--- config.mk ---
export PLATFORM = sky130hd
export DESIGN_NAME = layer_generator
export DESIGN_NICKNAME = d
export VERILOG_FILES = /design/src/rtl/layer_generator_pkg.sv /design/src/rtl/layer_generator_lfsr16.sv /design/src/rtl/layer_generator.sv
export SDC_FILE = /design/constraint.sdc
export NUM_CORES = 1
export LEC_CHECK = 0
export CORE_MARGIN = 2
export CORE_UTILIZATION = 59
export CTS_BUF_LIST = sky130_fd_sc_hd__clkbuf_4 sky130_fd_sc_hd__clkbuf_8
export DETAILED_ROUTE_END_ITERATION = 12
export HOLD_SLACK_MARGIN = 0.15
export PLACE_DENSITY = 0.81
export SLEW_MARGIN = 40
export SYNTH_ARGS = -nofsm -noshare
export SYNTH_HDL_FRONTEND = slang
export SYNTH_SLANG_ARGS = --single-unit
--- constraint.sdc ---
create_clock -name clk -period 3.8 [get_ports clk]
set_clock_uncertainty 0.1 [all_clocks]
set_input_delay 0.76 -clock clk [delete_from_list [all_inputs] [get_ports clk]]
set_output_delay 0.76 -clock clk [all_outputs]
set_load 0.05 [all_outputs]
--- src/rtl/layer_generator_pkg.sv ---
// Shared widths, encodings and small layer helpers for the layer generator.
package layer_generator_pkg;

   localparam int unsigned LAYER_WIDTH = 7;
   localparam int unsigned LFSR_WIDTH  = 16;
   localparam int unsigned COUNT_WIDTH = 3;
   localparam int unsigned TRY_WIDTH   = 4;

   localparam logic [LAYER_WIDTH-1:0] LAYER_RESET = 7'b0001000;
   // Fibonacci taps 16,14,13,11 as a mask over q[15:0]
   localparam logic [LFSR_WIDTH-1:0]  LFSR_TAPS   = 16'hB400;

   typedef logic [LAYER_WIDTH-1:0] layer_t;

   typedef struct packed {
      layer_t map;
      layer_t btype;
   } layer_s;

   typedef enum logic [1:0] {
      ST_IDLE   = 2'd0,
      ST_GEN    = 2'd1,
      ST_COMMIT = 2'd2
   } gen_state_e;

   function automatic logic [COUNT_WIDTH-1:0] popcount(input layer_t v);
      logic [COUNT_WIDTH-1:0] c;
      c = '0;
      for (int i = 0; i < int'(LAYER_WIDTH); i++) begin
         c = c + COUNT_WIDTH'(v[i]);
      end
      return c;
   endfunction

   function automatic layer_t lowest_set(input layer_t v);
      return v & layer_t'(~v + layer_t'(1));
   endfunction

   // Slots reachable by a one-slot jump from any block of v
   function automatic layer_t reach_mask(input layer_t v);
      return layer_t'((v << 1) | (v >> 1));
   endfunction

endpackage

--- src/rtl/layer_generator_lfsr16.sv ---
// Free-running 16-bit Fibonacci LFSR, reloaded with the seed on reset.
module lfsr16
   import layer_generator_pkg::*;
(
   input  logic                  clk,
   input  logic                  rst,
   input  logic [LFSR_WIDTH-1:0] seed,
   output logic [LFSR_WIDTH-1:0] q
);

   logic [LFSR_WIDTH-1:0] lfsr_q;

   always_ff @(posedge clk) begin
      if (rst) begin
         lfsr_q <= seed;
      end else begin
         lfsr_q <= {lfsr_q[LFSR_WIDTH-2:0], ^(lfsr_q & LFSR_TAPS)};
      end
   end

   assign q = lfsr_q;

endmodule

--- src/rtl/layer_generator.sv ---
// Builds each new playable layer (map + fragile-block type) for the top of the shift_layer chain.
module layer_generator
   import layer_generator_pkg::*;
#(
   parameter logic [LFSR_WIDTH-1:0] SEED       = 16'hACE1,
   parameter int unsigned           MIN_BLOCKS = 2,
   parameter int unsigned           MAX_BLOCKS = 4,
   parameter int unsigned           MAX_TRIES  = 8
)(
   input  logic                   clk,
   input  logic                   rst,
   input  logic                   module_en,
   input  logic                   next_req,
   output logic [LAYER_WIDTH-1:0] layer_map,
   output logic [LAYER_WIDTH-1:0] block_type,
   output logic                   layer_valid
);

   localparam logic [COUNT_WIDTH-1:0] MIN_CNT  = COUNT_WIDTH'(MIN_BLOCKS);
   localparam logic [COUNT_WIDTH-1:0] MAX_CNT  = COUNT_WIDTH'(MAX_BLOCKS);
   localparam logic [TRY_WIDTH-1:0]   LAST_TRY = TRY_WIDTH'(MAX_TRIES - 1);

   gen_state_e            state_q;
   layer_t                layer_map_q;
   layer_t                block_type_q;
   layer_t                prev_q;
   logic                  layer_valid_q;
   logic                  pending_q;
   logic [TRY_WIDTH-1:0]  tries_q;
   logic [LFSR_WIDTH-1:0] lfsr;

   layer_t                cand_c;
   layer_t                type_raw_c;
   layer_t                reach_c;
   layer_t                hit_c;
   logic [COUNT_WIDTH-1:0] count_c;
   logic                  accept_c;
   layer_s                gen_d;
   logic                  unused_lfsr_bits;

   lfsr16 u_lfsr (
      .clk  (clk),
      .rst  (rst),
      .seed (SEED),
      .q    (lfsr)
   );

   assign unused_lfsr_bits = ^lfsr[LFSR_WIDTH-1:14];

   // Candidate evaluation: accept test, normal-block fix-up and fallback
   always_comb begin
      cand_c     = lfsr[LAYER_WIDTH-1:0];
      type_raw_c = lfsr[13:7] & cand_c;
      reach_c    = reach_mask(prev_q);
      hit_c      = cand_c & reach_c;
      count_c    = popcount(cand_c);
      accept_c   = (hit_c != '0) && (count_c >= MIN_CNT) && (count_c <= MAX_CNT);
      gen_d.map   = lowest_set(reach_c);
      gen_d.btype = '0;
      if (accept_c) begin
         gen_d.map   = cand_c;
         gen_d.btype = type_raw_c;
         if ((hit_c & ~type_raw_c) == '0) begin
            gen_d.btype = type_raw_c & ~lowest_set(hit_c);
         end
      end
   end

   always_ff @(posedge clk) begin
      if (rst) begin
         state_q       <= ST_IDLE;
         layer_map_q   <= LAYER_RESET;
         block_type_q  <= '0;
         prev_q        <= LAYER_RESET;
         layer_valid_q <= 1'b1;
         pending_q     <= 1'b0;
         tries_q       <= '0;
      end else if (!module_en) begin
         state_q       <= ST_IDLE;
         pending_q     <= 1'b0;
         layer_valid_q <= 1'b1;
      end else begin
         case (state_q)
            ST_IDLE: begin
               layer_valid_q <= 1'b1;
               if (next_req) begin
                  prev_q        <= layer_map_q;
                  tries_q       <= '0;
                  layer_valid_q <= 1'b0;
                  state_q       <= ST_GEN;
               end
            end
            ST_GEN: begin
               if (next_req) begin
                  pending_q <= 1'b1;
               end
               if (accept_c || (tries_q == LAST_TRY)) begin
                  layer_map_q   <= gen_d.map;
                  block_type_q  <= gen_d.btype;
                  layer_valid_q <= 1'b1;
                  state_q       <= ST_COMMIT;
               end else begin
                  tries_q <= tries_q + TRY_WIDTH'(1);
               end
            end
            ST_COMMIT: begin
               // A request landing on the fresh layer itself is served straight away
               if (pending_q || next_req) begin
                  pending_q     <= 1'b0;
                  prev_q        <= layer_map_q;
                  tries_q       <= '0;
                  layer_valid_q <= 1'b0;
                  state_q       <= ST_GEN;
               end else begin
                  state_q <= ST_IDLE;
               end
            end
            default: begin
               state_q       <= ST_IDLE;
               layer_valid_q <= 1'b1;
            end
         endcase
      end
   end

   assign layer_map   = layer_map_q;
   assign block_type  = block_type_q;
   assign layer_valid = layer_valid_q;

endmodule

==> flow_metrics.tcl, run 1 <==
set metrics [dict create \
    status "finished clean" \
    slew_violations 0 \
    syn-cell-area_um2 2060 \
    worstMarginPinSlew_ns 0.540 \
    worst_slack_ns 0.153 \
    tritoncts "yes" \
    crit_slowest_cell "fa_1" \
    dr.first_iter.drc_count 114 \
    power_density_nw_per_um2 409 \
    drc 0 \
    synth_area_leaders "dfxtp_1 (44%), nor2_1 (5.8%), mux2i_1 (4.9%)" \
    peakVddDrop_mv 0.248 \
    synth_nets 228 \
    grt_first_pass_wirelength_um 7870 \
    port_buffers 18 \
    postSynth.asyncResetShare_pct 0 \
    wl_per_cell_um 16.0 \
    fp.dieW_um 63.1 \
    die_h_um 63.1 \
    clk_path_buf_depth 2 \
    synth.distinct_cells 50 \
    grt_pass1_vias 1674 \
    htree_levels 2 \
    setup-tns-final_ns 0 \
    place_ws_ns 0.194 \
    cts_resized 0 \
    slowest_delay_ns 0.54 \
    hold_path.class "reg -> reg" \
    critical_path_arrival_ns 3.82 \
    core_area_um2 3340 \
    synth-edff-count 0 \
    rows 21 \
    rsz0062_at_grt "false" \
    fin_crit_sh_pct 96.0 \
    numCtsBuffers 5 \
    dr.pass1.iters 4 \
    area_growth_pct 15.5 \
    start_util_pct 61.8 \
    synth.most_common_cell "dfxtp_1" \
    relSlewSlack_pct 63.9 \
    cap_violations 0 \
    clock_sink_count 45 \
    drt_wl_total_um 4610 \
    setup_violations 0 \
    hold_viol 0 \
    avgViaCountPerCell 5.98 \
    start_kind "flip-flop" \
    gp_congestion 0.945 \
    switchingPower_uw 257 \
    critical_path.top_delay_family "adder cells" \
    power_leakage_nw 0.914 \
    synth_top_area_share_pct 43.7 \
    synth_top_cells_by_count "dfxtp_1 (45), nor2_1 (32), inv_1 (10), mux2i_1 (10)" \
    cpMostUsedCell "fa_1" \
    nNetsFinal 250 \
    drive_above_1_share_pct 12.4 \
    hold_buffers 0 \
    syn_avg_cell_area_um2 9.42 \
    seq_area_um2 901 \
    grt_overflow 0 \
    diodes 0 \
    dieArea_um2 3980 \
    grt_max_degree 37 \
    p_comb_share_pct 16.1 \
    clk_latency_ns 0.36 \
    required_ns 3.97 \
    fmax_ghz 0.274 \
    dp_hpwl_um 3420 \
    cp-end-kind "flip-flop" \
    sw_frac_of_total_pct 26.4 \
    crit_type "reg -> reg" \
    synthCells 219 \
    p_seq_share_pct 52.0 \
    ioPinCount 19 \
    synth-main-ff-cell "dfxtp_1" \
    fillers 265 \
    cp_cell_sequence "fa_1 > inv_1 > fa_1 > fa_1 > inv_1 > fa_1 > nand3b_1 > and3_1 > a211oi_4 > buf_4 > nor2_1 > a211oi_1" \
    synth_top_area_cell "dfxtp_1" \
    clkPwrFrac_pct 31.9 \
    p_int_uw 717 \
    via_count 1722 \
    post-route-min-period_ns 3.65 \
    grtUsageTotal_pct 25.5 \
    multi_input_area_um2 1090 \
    cp_num_buf_inv 3 \
    cts_root_buf "clkbuf_4" \
    path_clk_slew_ns 0.13 \
    antenna_found_initial 0 \
    worst-path-max-fanout 13 \
    post-cts-setup-buffers 0 \
    ant_nets 0 \
    ys_ff_latch 45 \
    yosysSeqAreaShare_pct 43.7 \
    ys.warnings.count 0 \
]
==> kinds of logic after synthesis <==
group                      Yosys count  share of synthesized area [%]
and+or+nand+nor                     90                           23.8
muxes                               10                           4.85
xor gates and xnor gates             3                           1.27
DFF                                 45                           43.7
AOI/OAI and AO/OA                   49                           18.2
adders and majority gates            5                           4.49
buffers and inverters               17                           3.64
==> final timing paths <==
path                     start           end  slack, ns  depth (start not counted)
setup / recovery   u_lfsr.q[0]  layer_map[2]       0.15                         12
setup reg to reg   u_lfsr.q[0]  layer_map[2]       0.15                         12
hold / removal    u_lfsr.q[14]  u_lfsr.q[15]       0.32                          1
hold reg to reg   u_lfsr.q[14]  u_lfsr.q[15]       0.32                          1
==> cell type report <==
cell class              instances  share of cell area (%)
clock inverters                 1                    1.26
repair buffers                 22                    8.83
flip-flops and latches         45                    37.8
well taps                      46                    2.42
multi-input cells             157                    45.6
clock buffers                   7                    2.47
inverters                      10                    1.58
==> registers in the layout, indices dropped and copies added (netlist names) <==
register     count
prev_q           7
state_q          2
pending_q        1
block_type       7
u_lfsr.q        16
layer_valid      1
layer_map        7
tries_q          4
==> layer usage <==
| metal | share of wire (%) | up-vias | global-route usage (%) |
|---|---|---|---|
| met5 | 0 | - | 0 |
| met4 | 2.1 | 0 | 10.3 |
| met3 | 6.9 | 11 | 6.79 |
| met2 | 48 | 66 | 39.6 |
| met1 | 43 | 820 | 33.8 |
| li1 | - | 825 | - |
==> power by group through the flow <==
| stage | clock (mW) | combinational (mW) | sequential [mW] |
|---|---|---|---|
| floorplan | 0 | 0.117 | 0.516 |
| global placement | 0 | 0.147 | 0.515 |
| detailed placement | 0 | 0.156 | 0.516 |
| CTS | 0.317 | 0.156 | 0.505 |
| global route | 0.340 | 0.172 | 0.509 |
| finish | 0.311 | 0.157 | 0.506 |
==> layout by cell type (no fill, tap or decap), drive strengths merged, types with 4 or more instances in the layout <==
cell,n
clkbuf,7
nor2b,8
dfxtp,45
nand2,6
mux2i,10
a32o,7
a211oi,7
o21ai,10
o22ai,4
and2,7
nand2b,4
and3,4
nor2,32
fa,4
or2,8
a21oi,8
clkdlybuf4s50,18
buf,4
inv,10
==> through the flow <==
step	std cells	instance area, um^2	total power [mW]	hold WS (ns)	util, %
6_report	288	2380	0.974	0.322	71.4
5_1_grt	288	2380	1.02	0.339	71.4
4_1_cts	288	2380	0.978	0.323	71.4
3_5_place_dp	280	2290	0.671	0.293	68.7
3_3_place_gp	280	2290	0.662	0.292	68.7
2_1_floorplan	219	2060	0.634	0.289	-
Power figures use the tool's default switching activity.
==> run 2, diff against run 1 <==
--- a/config.mk
+++ b/config.mk
@@ -5,7 +5,7 @@
 export SDC_FILE = /design/constraint.sdc
 export NUM_CORES = 1
 export LEC_CHECK = 0
-export CORE_MARGIN = 2
+export CORE_MARGIN = 1
 export CORE_UTILIZATION = 59
 export CTS_BUF_LIST = sky130_fd_sc_hd__clkbuf_4 sky130_fd_sc_hd__clkbuf_8
 export DETAILED_ROUTE_END_ITERATION = 12
==> run 2 against run 1 <==
  * First-iteration DRC count increased by 32%
  * Highest routed layer unchanged
  * Hold slack barely moved
  * Final cell count down 0.69%
  * Largest power group unchanged
==> flow_metrics.tcl, run 2 (synthesis gave the netlist of run 1 again) <==
set metrics [dict create \
    status "finished clean" \
    min_path_cells 1 \
    finish.utilization_pct 70.3 \
    wl_per_cell_um 16.1 \
    diodes 0 \
    place_ws_ns 0.131 \
    peakVddDrop_mv 0.266 \
    final_area_um2 2340 \
    layout_commonest_cell "dfxtp_1" \
    grt_overflow 0 \
    clk_path_buf_depth 2 \
    min_to "u_lfsr.q[15]" \
    slew_violations 0 \
    setup_violations 0 \
    multi_input_area_um2 1090 \
    drive_above_1_share_pct 12.5 \
    start_kind "flip-flop" \
    area_growth_pct 13.7 \
    grt_max_degree 37 \
    total_power_uw 877 \
    ioPinCount 19 \
    via_count 1688 \
    dr.pass1.iters 4 \
    port_buffers 18 \
    cap_violations 0 \
    grtUsageTotal_pct 27.0 \
    most-common-layout-cells "dfxtp_1 (45), nor2_1 (32), clkdlybuf4s50_1 (18)" \
    required_ns 3.95 \
    start_util_pct 61.8 \
    largest_register_ffs 16 \
    worst_slack_ns 0.165 \
    worstMarginPinSlew_ns 0.562 \
    htree_levels 2 \
    numCtsBuffers 5 \
    tritoncts "yes" \
    gp_congestion 0.908 \
    cts_root_buf "clkbuf_4" \
    dp_hpwl_um 3440 \
    worst-path-max-fanout 7 \
    hold_path.class "reg -> reg" \
    grt_first_pass_wirelength_um 7160 \
    dieArea_um2 3740 \
    fillers 289 \
    rr_worst_depth 11 \
    cp-end-kind "flip-flop" \
    ant_nets 0 \
    grt_pass1_vias 1545 \
    fin_crit_sh_pct 95.7 \
    clk_latency_ns 0.36 \
    hold_viol 0 \
    die_h_um 61.1 \
    rows 21 \
    rr_endpoint "block_type[2]" \
    drt_wl_total_um 4600 \
    crit_type "reg -> reg" \
    clock_sink_count 45 \
    r2r_setup_slack_ns 0.17 \
    post-route-min-period_ns 3.63 \
    nNetsFinal 250 \
    drc 0 \
    power_density_nw_per_um2 374 \
    setup-tns-final_ns 0 \
    dr.first_iter.drc_count 151 \
    core_area_um2 3340 \
    power_leakage_nw 0.894 \
    rsz0062_at_grt "false" \
    antenna_found_initial 0 \
    relSlewSlack_pct 62.4 \
    avgViaCountPerCell 5.90 \
    path_clk_slew_ns 0.12 \
    critical_path_arrival_ns 3.78 \
    seq_area_um2 901 \
    fp.dieW_um 61.1 \
    fmax_ghz 0.275 \
    hold_start "u_lfsr.q[14]" \
    place_area_um2 2290 \
    r2r_start "u_lfsr.q[0]" \
]
## run 2: area by class of cell
| class | count | area share, % |
|---|---|---|
| multi-input cells | 157 | 46.6 |
| flip-flops and latches | 45 | 38.4 |
| repair buffers | 22 | 9.12 |
| well taps | 46 | 2.45 |
| clock buffers | 5 | 1.60 |
| inverters | 10 | 1.60 |
| clock inverters | 1 | 0.213 |
## run 2: worst max-delay path by stage
stage / start / end / slack (ns) / depth (start not counted)
after CTS: u_lfsr.q[0] / layer_map[4] / 0.11 / 12
after global placement: u_lfsr.q[0] / layer_map[5] / 0.32 / 12
after detailed placement: u_lfsr.q[0] / layer_map[4] / 0.13 / 12
final: u_lfsr.q[0] / block_type[2] / 0.17 / 11
after global routing: u_lfsr.q[0] / layer_map[0] / 0.01 / 12
after floorplan: u_lfsr.q[0] / layer_map[4] / 0.35 / 12
## run 2: worst max-delay path, cell delays in order (launching register included)
cell and delay (ns):
dfxtp_1 0.38, fa_1 0.56, inv_1 0.06, fa_1 0.46, fa_1 0.37, inv_1 0.07, fa_1 0.42, nand3b_1 0.20
and3_2 0.24, a211oi_4 0.25, nor2_1 0.18, a32o_1 0.25
## run 2: report_power, final
part | switching [mW] | total, mW | internal, mW
Clock | 0.143 | 0.207 | 0.0644
Combinational | 0.0954 | 0.164 | 0.0687
Sequential | 0.0175 | 0.505 | 0.488
Total | 0.256 | 0.877 | 0.621
## run 2: per-stage QoR
stage	hold slack, ns	cells
after global routing	0.336	286
after detailed placement	0.296	280
after global placement	0.295	280
after floorplan	0.289	219
after CTS	0.325	286
final	0.322	286
## run 2: timing repair
item                       4_1_cts  5_1_grt
hold buffers                     0        0
gates resized for setup          0        3
setup endpoints to repair        0        3
buffers inserted                 0        0
## run 2: per-layer routing
layer  vias to the layer above  GRT usage (%)  part of all wire [%]
met4                         0           10.4                   2.2
li1                        819              -                     -
met5                         -              0                     0
met2                        57           41.6                    48
met1                       800           36.0                    45
met3                        12           7.35                   4.6
==> run 3, diff against run 2 <==
--- a/config.mk
+++ b/config.mk
@@ -5,12 +5,13 @@
 export SDC_FILE = /design/constraint.sdc
 export NUM_CORES = 1
 export LEC_CHECK = 0
+export ABC_AREA = 1
 export CORE_MARGIN = 1
 export CORE_UTILIZATION = 59
 export CTS_BUF_LIST = sky130_fd_sc_hd__clkbuf_4 sky130_fd_sc_hd__clkbuf_8
 export DETAILED_ROUTE_END_ITERATION = 12
 export HOLD_SLACK_MARGIN = 0.15
-export PLACE_DENSITY = 0.81
+export PLACE_DENSITY = 0.8
 export SLEW_MARGIN = 40
 export SYNTH_ARGS = -nofsm -noshare
 export SYNTH_HDL_FRONTEND = slang
==> constraint.sdc (replaced) <==
create_clock -name clk -period 3.8 [get_ports clk]
set_clock_uncertainty 0.1 [all_clocks]
set_input_delay 0.76 -clock clk [delete_from_list [all_inputs] [get_ports clk]]
set_output_delay 0.76 -clock clk [all_outputs]
set_load 0.02 [all_outputs]
==> run 3 against run 2 <==
  * Total power is 19% higher
  * Area after synthesis is 6.7% higher
  * Critical path depth is 2 higher
  * Sequential cell count stayed put
  * Fmax is 1.3% higher
  * First-iteration DRC count is 8.6% higher
  * Final cell count is 32% higher
  * Global-route usage is 0.80 points lower
  * Critical path type unchanged
  * Largest cell class unchanged
==> flow_metrics.tcl, run 3 <==
set metrics [dict create \
    drive_above_1_share_pct 8.76 \
    worstMarginPinSlew_ns 0.737 \
    synth-compound-area-share_pct 10.9 \
    cpMostUsedCell "fa_1" \
    grt_overflow 0 \
    ys_ff_latch 45 \
    dp_hpwl_um 3380 \
    synth_area_leaders "dfxtp_1 (41%), nor2_1 (9.9%), nand2_1 (9.2%)" \
    required_ns 3.89 \
    start_kind "flip-flop" \
    rsz0062_at_grt "false" \
    grt_pass1_vias 1851 \
    drt_wl_total_um 4760 \
    postSynth.asyncResetShare_pct 0 \
    ant_nets 0 \
    relSlewSlack_pct 50.8 \
    synth.most_common_cell "nor2_1" \
    synthCells 312 \
    tritoncts "yes" \
    clk_latency_ns 0.30 \
    slowest_delay_ns 0.53 \
    fmax_ghz 0.279 \
    most-common-layout-cells "nor2_1 (58), nand2_1 (54), inv_1 (46)" \
    clk_path_buf_depth 2 \
    final_area_um2 2490 \
    worst-path-max-fanout 16 \
    nNetsFinal 340 \
    fin_crit_sh_pct 94.4 \
    port_buffers 18 \
    post-cts-setup-buffers 0 \
    grt_first_pass_wirelength_um 7960 \
    antenna_found_initial 0 \
    start_util_pct 63.9 \
    hold_path.class "reg -> reg" \
    yosysSeqAreaShare_pct 41.0 \
    core_area_um2 3440 \
    synth-xor-area-share_pct 0.796 \
    syn_avg_cell_area_um2 7.05 \
    synth-edff-count 0 \
    cts_root_buf "clkbuf_8" \
    synth_top_area_cell "dfxtp_1" \
    critical_path_arrival_ns 3.68 \
    r2r_setup_slack_ns 0.21 \
    layout_commonest_cell "nor2_1" \
    dr.first_iter.drc_count 164 \
    wl_per_cell_um 12.6 \
    synthMuxAreaShare_pct 0 \
    synth_nets 321 \
    dr.pass1.iters 4 \
    power_density_nw_per_um2 419 \
    synth_top_area_share_pct 41.0 \
    via_count 2048 \
    avgViaCountPerCell 5.43 \
    setup-tns-final_ns 0 \
    synth_top_family_by_area "simple AND/OR/NAND/NOR gates" \
    synth_simple_gate_area_share_pct 32.6 \
    syn-cell-area_um2 2200 \
    status "finished clean" \
    rows 21 \
    synth.distinct_cells 30 \
    grtUsageTotal_pct 26.2 \
    grt_max_degree 26 \
    drc 0 \
    synth_top_cells_by_count "nor2_1 (58), nand2_1 (54), inv_1 (46)" \
    die_h_um 63.1 \
    numCtsBuffers 5 \
    cap_violations 0 \
    slew_violations 0 \
    hold_viol 0 \
    htree_levels 2 \
    gp_congestion 0.939 \
    diodes 0 \
    ioPinCount 19 \
    clock_sink_count 45 \
    cp-end-kind "flip-flop" \
    ys.warnings.count 0 \
    crit_slowest_cell "fa_1" \
    post-route-min-period_ns 3.59 \
    cp_cell_sequence "fa_1 > inv_1 > fa_1 > fa_1 > inv_1 > fa_1 > inv_1 > nand3_1 > o21ai_0 > nand2_4 > nand2_4 > nand3_2 > o21a_1" \
    setup_violations 0 \
    power_leakage_nw 1.16 \
    area_growth_pct 13.1 \
    fp.dieW_um 63.1 \
    largest_register_ffs 16 \
    synthAdderAreaFrac_pct 4.21 \
    peakVddDrop_mv 0.329 \
    path_clk_slew_ns 0.07 \
    place_area_um2 2390 \
    cts_resized 0 \
    synth-main-ff-cell "dfxtp_1" \
    hold_buffers 0 \
    dieArea_um2 3980 \
    crit_type "reg -> reg" \
]
==> run 3: worst max-delay path, delay by kind of cell, from the launching register on <==
family / cells / cell delay [ns]
adders and majority gates: 4 / 1.73
buffers and inverters: 3 / 0.20
DFF: 1 / 0.34
and+or+nand+nor: 4 / 0.65
AOI/OAI and AO/OA: 2 / 0.45
==> run 3: kinds of logic (layout without fill, tap and decap cells) <==
group                      after synthesis  after routing
xor gates and xnor gates                 2              2
AOI/OAI and AO/OA                       44             44
DFF                                     45             45
buffers and inverters                   55             73
adders and majority gates                5              5
and+or+nand+nor                        161            162
==> run 3: worst paths after layout <==
path,to,startpoint,cells past startpoint
max reg2reg,layer_map[1],u_lfsr.q[0],13
min reg2reg,u_lfsr.q[15],u_lfsr.q[14],1
min,u_lfsr.q[15],u_lfsr.q[14],1
max,layer_map[1],u_lfsr.q[0],13
==> run 3: final cells by class <==
class / instances / area [um^2]
sequential: 45 / 901
timing repair buffer: 19 / 188
inverter: 47 / 176
tap: 46 / 57.6
fill: 301 / 953
multi-input combinational: 213 / 1080
clock buffer: 7 / 90.1
==> run 3: power by group <==
part,total (mW),internal [mW],leakage [nW],switching [mW]
Sequential,0.521,0.497,0.369,0.0240
Combinational,0.222,0.0739,0.741,0.148
Clock,0.299,0.151,0.0477,0.147
==> run 3: per-layer routing <==
metal | part of all wire (%) | track usage [%] | routed length, um | up-vias
met3 | 7.7 | 7.07 | 369 | 15
li1 | - | - | - | 1017
met4 | 2.3 | 13.7 | 108 | 0
met1 | 42 | 30.5 | 1990 | 928
met5 | 0 | 0 | 0 | -
met2 | 48 | 43.5 | 2300 | 88
==> run 3: stage by stage <==
| step | total power, mW | cells | util (%) | setup WS (ns) | hold WS (ns) |
|---|---|---|---|---|---|
| after detailed placement | 0.745 | 369 | 69.4 | 0.239 | 0.301 |
| after global placement | 0.741 | 369 | 69.4 | 0.354 | 0.293 |
| after floorplan | 0.697 | 312 | - | 0.534 | 0.289 |
| after CTS | 1.04 | 376 | 72.0 | 0.202 | 0.323 |
| after global routing | 1.10 | 377 | 72.3 | 0.0369 | 0.343 |
| final | 1.04 | 377 | 72.3 | 0.212 | 0.319 |
